`src/rtl/adc_pkg.sv`:
```
// rtl/adc_pkg.sv - shared widths, sequencer states and round-robin helper for the ADC sequencer
package adc_pkg;

    localparam int ADC_BITS = 10;
    localparam int NUM_CH   = 2;

    typedef enum logic [2:0] {
        IDLE,
        START,
        WAIT,
        CAPTURE,
        HOLD
    } seq_state_t;

    // Next enabled channel after prev; caller guarantees mask is non-zero.
    function automatic logic next_channel(input logic prev, input logic [NUM_CH-1:0] mask);
        return mask[~prev] ? ~prev : prev;
    endfunction

endpackage

```
`src/rtl/channel_averager.sv`:
```
// rtl/channel_averager.sv - box-car average of 2^AVG_LOG2 captures for one ADC channel
module channel_averager
    import adc_pkg::*;
#(
    parameter int AVG_LOG2 = 2
) (
    input  logic                sclk,
    input  logic                reset,
    input  logic                add,
    input  logic                clear,
    input  logic [ADC_BITS-1:0] voltage,
    output logic [ADC_BITS-1:0] sample,
    output logic                done
);

    localparam int ACC_W = ADC_BITS + AVG_LOG2;
    localparam int CNT_W = AVG_LOG2 + 1;
    localparam logic [CNT_W-1:0] LAST_CNT = CNT_W'((1 << AVG_LOG2) - 1);

    logic [ACC_W-1:0]    acc_q, acc_d;
    logic [CNT_W-1:0]    cnt_q, cnt_d;
    logic [ADC_BITS-1:0] sample_q, sample_d;
    logic                done_q, done_d;
    logic [ACC_W-1:0]    sum;

    // Accumulator is wide enough that the full sum never overflows.
    assign sum = acc_q + ACC_W'(voltage);

    always_comb begin
        acc_d    = acc_q;
        cnt_d    = cnt_q;
        sample_d = sample_q;
        done_d   = 1'b0;
        if (clear) begin
            acc_d = '0;
            cnt_d = '0;
        end else if (add) begin
            if (cnt_q == LAST_CNT) begin
                sample_d = sum[ACC_W-1 -: ADC_BITS];
                done_d   = 1'b1;
                acc_d    = '0;
                cnt_d    = '0;
            end else begin
                acc_d = sum;
                cnt_d = cnt_q + CNT_W'(1);
            end
        end
    end

    always_ff @(posedge sclk or posedge reset) begin
        if (reset) begin
            acc_q    <= '0;
            cnt_q    <= '0;
            sample_q <= '0;
            done_q   <= 1'b0;
        end else begin
            acc_q    <= acc_d;
            cnt_q    <= cnt_d;
            sample_q <= sample_d;
            done_q   <= done_d;
        end
    end

    assign sample = sample_q;
    assign done   = done_q;

endmodule

```
`src/rtl/adc_sequencer.sv`:
```
// rtl/adc_sequencer.sv - periodic start/channel sequencing for the SPI ADC with per-channel averaging
module adc_sequencer
    import adc_pkg::*;
#(
    parameter int PERIOD    = 32,
    parameter int CONV_WAIT = 18,
    parameter int AVG_LOG2  = 2
) (
    input  logic                sclk,
    input  logic                reset,
    input  logic                enable,
    input  logic [NUM_CH-1:0]   ch_mask,
    input  logic [ADC_BITS-1:0] voltage,
    output logic                start,
    output logic                channel,
    output logic [ADC_BITS-1:0] sample0,
    output logic [ADC_BITS-1:0] sample1,
    output logic                valid,
    output logic                valid_ch
);

    localparam int PW = $clog2(PERIOD);
    localparam logic [PW-1:0] P_LAST     = PW'(PERIOD - 1);
    localparam logic [PW-1:0] START_LAST = PW'(1);
    localparam logic [PW-1:0] WAIT_LAST  = PW'(CONV_WAIT + 1);

    seq_state_t    state_q, state_d;
    logic [PW-1:0] period_q, period_d;
    logic          channel_q, channel_d;
    logic          last_ch_q, last_ch_d;
    logic          start_q, start_d;
    logic          go;
    logic          enter_start;
    logic          done0, done1;
    logic          clear_acc;

    assign go = enable && (ch_mask != '0);

    // The period counter doubles as the START/WAIT phase timer: it is 0 on START entry.
    always_comb begin
        state_d     = state_q;
        period_d    = (period_q == P_LAST) ? period_q : period_q + PW'(1);
        channel_d   = channel_q;
        last_ch_d   = last_ch_q;
        enter_start = 1'b0;
        case (state_q)
            IDLE:    if (go) enter_start = 1'b1;
            START:   if (period_q == START_LAST) state_d = WAIT;
            WAIT:    if (period_q == WAIT_LAST) state_d = CAPTURE;
            CAPTURE: state_d = HOLD;
            HOLD: begin
                if (period_q == P_LAST) begin
                    if (go) enter_start = 1'b1;
                    else    state_d = IDLE;
                end
            end
            default: state_d = IDLE;
        endcase
        if (enter_start) begin
            state_d   = START;
            period_d  = '0;
            channel_d = next_channel(last_ch_q, ch_mask);
            last_ch_d = next_channel(last_ch_q, ch_mask);
        end
        start_d = (state_d == START);
    end

    // last_ch resets to 1 so the first frame after reset picks channel 0.
    always_ff @(posedge sclk or posedge reset) begin
        if (reset) begin
            state_q   <= IDLE;
            period_q  <= '0;
            channel_q <= 1'b0;
            last_ch_q <= 1'b1;
            start_q   <= 1'b0;
        end else begin
            state_q   <= state_d;
            period_q  <= period_d;
            channel_q <= channel_d;
            last_ch_q <= last_ch_d;
            start_q   <= start_d;
        end
    end

    assign clear_acc = (state_q == IDLE);

    channel_averager #(.AVG_LOG2(AVG_LOG2)) u_avg0 (
        .sclk    (sclk),
        .reset   (reset),
        .add     ((state_q == CAPTURE) && !channel_q),
        .clear   (clear_acc),
        .voltage (voltage),
        .sample  (sample0),
        .done    (done0)
    );

    channel_averager #(.AVG_LOG2(AVG_LOG2)) u_avg1 (
        .sclk    (sclk),
        .reset   (reset),
        .add     ((state_q == CAPTURE) && channel_q),
        .clear   (clear_acc),
        .voltage (voltage),
        .sample  (sample1),
        .done    (done1)
    );

    assign start    = start_q;
    assign channel  = channel_q;
    assign valid    = done0 | done1;
    assign valid_ch = done1;

endmodule

```
`config.mk`:
```
export PLATFORM = sky130hd
export DESIGN_NAME = adc_sequencer
export DESIGN_NICKNAME = d
export VERILOG_FILES = /design/src/rtl/adc_pkg.sv /design/src/rtl/channel_averager.sv /design/src/rtl/adc_sequencer.sv
export SDC_FILE = /design/constraint.sdc
export NUM_CORES = 1
export LEC_CHECK = 0
export ABC_CLOCK_PERIOD_IN_PS = 1900
export CORE_ASPECT_RATIO = 1.2
export CORE_MARGIN = 4
export CORE_UTILIZATION = 45
export DETAILED_ROUTE_END_ITERATION = 16
export PLACE_DENSITY = 0.75
export SLEW_MARGIN = 20
export SYNTH_ARGS = -nofsm -noshare
export SYNTH_HDL_FRONTEND = slang
export SYNTH_HIERARCHICAL = 1
export SYNTH_SLANG_ARGS = --single-unit
export TNS_END_PERCENT = 50
```
`constraint.sdc`:
```
create_clock -name sclk -period 1.9 [get_ports sclk]
set_input_delay 0.57 -clock sclk [delete_from_list [all_inputs] [get_ports sclk]]
set_output_delay 0.57 -clock sclk [all_outputs]
set_load 0.01 [all_outputs]
```
==> impl_metrics.sql <==
INSERT INTO impl_metrics (metric_group, metric, value, unit) VALUES
('clock_network', 'tritoncts_clock_tree', 'done', ''),
('critical_path', 'worst-endpoint-required', '2.13', 'ns'),
('critical_path', 'r2r_slack', '-0.09', 'ns'),
('yosys', 'yosysMostFrequentCell', 'sky130_fd_sc_hd__dfrtp_1', ''),
('yosys', 'synthesis.yosys.warnings', '6', ''),
('min_path', 'hold_path_class', 'flip-flop to flip-flop', ''),
('sta', 'finalSetupViolations', '11', ''),
('layout', 'layout-drive-gt1-share', '0.337', ''),
('layout', 'stdcell_area', '4870', 'um^2'),
('yosys', 'synth_cell_types', '59', ''),
('yosys', 'post_synthesis_async_set_or_reset_flop_share', '1.00', ''),
('route', 'ant_nets', '0', ''),
('layout', 'n_antenna_cell', '0', ''),
('global_routing', 'grt_util_all_layers', '0.195', ''),
('critical_path', 'timing.reg2reg.worst_path_depth', '9', ''),
('floorplan', 'die_width', '88.6', 'um'),
('floorplan', 'rows', '35', ''),
('outcome', 'violations', 'negative setup slack', ''),
('route', 'dr_total_vias', '2868', ''),
('yosys', 'synth_edf_count', '0', ''),
('placed_design', 'gp_congestion', '0.924', ''),
('sta', 'finalClockSkew', '0.0124', 'ns'),
('yosys', 'synth_flop_cell', 'sky130_fd_sc_hd__dfrtp_1', ''),
('floorplan', 'num_io_pins', '39', ''),
('critical_path', 'worst-path-max-fanout', '3', ''),
('power_and_ir_drop', 'power_density', '550', 'nW/um^2'),
('layout', 'final_cell_count_without_fillers', '528', ''),
('sta', 'tightest_slew', '0.425', 'ns'),
('clock_network', 'ctsRootBufferMaster', 'sky130_fd_sc_hd__clkbuf_8', ''),
('clock_network', 'numCtsBuffers', '9', ''),
('global_routing', 'grt_pass1_wl', '14000', 'um'),
('route', 'wl_per_cell', '15.9', 'um'),
('floorplan', 'core_region_area', '7620', 'um^2'),
('floorplan', 'floorplan.die.height', '105', 'um'),
('floorplan', 'floorplan.die_area', '9270', 'um^2'),
('yosys', 'yosys_register_bits', '63', ''),
('outcome', 'run_status', 'complete, but fails checks', ''),
('sta', 'period_share', '1.05', ''),
('power_and_ir_drop', 'switching_power', '656', 'uW'),
('route', 'via_per_inst', '5.43', ''),
('global_routing', 'grt_overflow', '0', ''),
('yosys', 'synth_fp_nets', '373', ''),
('yosys', 'synthesis.area', '3500', 'um^2'),
('power_and_ir_drop', 'leakagePower', '2.27', 'nW'),
('route', 'number_of_search_and_repair_iterations_in_the_first_detailed_routing_pass', '4', ''),
('route', 'post-route-drc-count', '0', ''),
('critical_path', 'crit_path_end_kind', 'flip-flop', ''),
('sta', 'fin_ws', '-0.0855', 'ns'),
('yosys', 'synthesis.area_per_instance', '10.6', 'um^2'),
('critical_path', 'critPathLaunchType', 'flip-flop', ''),
('floorplan', 'initial_core_util', '0.460', ''),
('yosys', 'postSynthCellCount', '331', ''),
('clock_network', 'cts_hold_buffers', '0', ''),
('global_routing', 'grt_start_max_net_pins', '27', ''),
('clock_network', 'htree_levels', '3', ''),
('critical_path', 'crit-reg2reg-capture', 'u_avg1/sample[4]', ''),
('placed_design', 'dpl.hpwl', '6060', 'um'),
('layout', 'syn2layout_area_growth', '39.0', '%'),
('critical_path', 'worstPathArrival', '2.21', 'ns'),
('placed_design', 'postPlaceCellArea', '4400', 'um^2'),
('min_path', 'worstHoldPathCells', '2', ''),
('yosys', 'yosys-top-cells-area', 'sky130_fd_sc_hd__dfrtp_1, sky130_fd_sc_hd__ha_1, sky130_fd_sc_hd__nand2_1', ''),
('flow_run', 'max_cap_viol_count', '0', ''),
('route', 'dr_iter_0_viols', '86', ''),
('clock_network', 'clock_sinks', '63', ''),
('global_routing', 'first_global_vias', '2991', ''),
('critical_path', 'critical_path.reg2reg.startpoint', 'u_avg1/acc_q[0]', ''),
('sta', 'hold_viol_final', '0', ''),
('power_and_ir_drop', 'power_frac_clock', '0.387', ''),
('power_and_ir_drop', 'internal-power', '2.02', 'mW'),
('global_routing', 'grt_antenna_before_repair', '1', '');
[flip-flops by register name (all words and copies together), names as in the netlist, 3 cells and up]
name,cells
period_q,5
state_q,3
u_avg0/acc_q,12
u_avg0/cnt_q,3
u_avg0/sample,10
u_avg1/acc_q,12
u_avg1/cnt_q,3
u_avg1/sample,10
[metal layers]
layer / vias to the layer above / routed length, um / global-route usage
li1: 1387 / - / -
met1: 1415 / 3400 / 0.232
met2: 50 / 4470 / 0.334
met3: 14 / 378 / 0.0576
met4: 2 / 125 / 0.0583
met5: - / 8 / 0
[area by class of cell]
class | instances | area, um^2 | area share
clock buffer | 12 | 155 | 0.0318
clock inverter | 4 | 20.0 | 0.00411
inverter | 13 | 48.8 | 0.0100
multi-input combinational | 246 | 2120 | 0.435
sequential | 63 | 1580 | 0.324
tap | 92 | 115 | 0.0236
timing repair buffer | 98 | 835 | 0.171
[stage by stage]
step	TNS, ns	total power, mW	hold WS, ns	setup slack, ns
after floorplan	-2.29	1.50	0.422	-0.175
after global placement	-26.59	1.62	0.459	-0.860
after detailed placement	-28.14	1.62	0.469	-0.907
after CTS	-0.0692	2.69	0.486	-0.0243
after global routing	-2.08	2.79	0.513	-0.169
final	-0.374	2.68	0.479	-0.0855
[worst max-delay path by stage]
stage / from / endpoint / slack [ns] / cells past startpoint
6_report: u_avg1/acc_q[0] / u_avg1/sample[4] / -0.09 / 9
5_1_grt: u_avg0/acc_q[0] / u_avg0/sample[8] / -0.17 / 9
4_1_cts: u_avg1/acc_q[0] / u_avg1/sample[4] / -0.02 / 9
3_5_place_dp: voltage[0] / u_avg0/sample[4] / -0.91 / 10
3_3_place_gp: voltage[0] / u_avg0/sample[4] / -0.86 / 10
2_1_floorplan: voltage[0] / u_avg0/sample[4] / -0.17 / 9
[kinds of logic after synthesis]
kind of cell	Yosys count	synth area share
AOI/OAI and AO/OA	92	0.191
xor gates and xnor gates	21	0.0525
adders and majority gates	27	0.101
buffers and inverters	22	0.0246
DFF	63	0.450
muxes	13	0.0428
and+or+nand+nor	93	0.138
[critical path: stages (launching register included)]
cell,delay [ns]
sky130_fd_sc_hd__dfrtp_1,0.39
sky130_fd_sc_hd__ha_4,0.15
sky130_fd_sc_hd__inv_2,0.03
sky130_fd_sc_hd__fa_2,0.35
sky130_fd_sc_hd__nor2b_2,0.14
sky130_fd_sc_hd__o31a_1,0.22
sky130_fd_sc_hd__o21a_1,0.15
sky130_fd_sc_hd__nor2_2,0.05
sky130_fd_sc_hd__xnor2_2,0.13
sky130_fd_sc_hd__mux2_4,0.26
[layout by cell type, fill, tap and decap left out, types with 8 or more instances in the layout]
master,synthesis,final
sky130_fd_sc_hd__ha_4,0,10
sky130_fd_sc_hd__buf_4,0,58
sky130_fd_sc_hd__clkdlybuf4s50_1,0,26
sky130_fd_sc_hd__xnor2_1,13,8
sky130_fd_sc_hd__inv_1,11,9
sky130_fd_sc_hd__dfrtp_1,62,62
sky130_fd_sc_hd__nand2_1,37,36
sky130_fd_sc_hd__a21oi_1,18,16
sky130_fd_sc_hd__ha_1,25,14
sky130_fd_sc_hd__a22o_1,14,14
sky130_fd_sc_hd__nor2_1,20,18
sky130_fd_sc_hd__clkbuf_8,0,11
sky130_fd_sc_hd__o21ai_1,2,14
[power groups by stage]
stage	sequential, mW	clock (mW)	combinational (mW)
6_report	1.35	1.04	0.294
5_1_grt	1.35	1.13	0.321
4_1_cts	1.35	1.07	0.267
3_5_place_dp	1.37	0	0.252
3_3_place_gp	1.37	0	0.246
2_1_floorplan	1.37	0	0.128
[timing repair]
item	CTS	global route
endpoints found under the hold margin	0	0
setup endpoints to repair	39	30
cloned	0	0
buffers inserted	7	4
pin swaps	32	9
gates resized for setup	43	26
No activity file was read; power rests on OpenSTA's default activity.
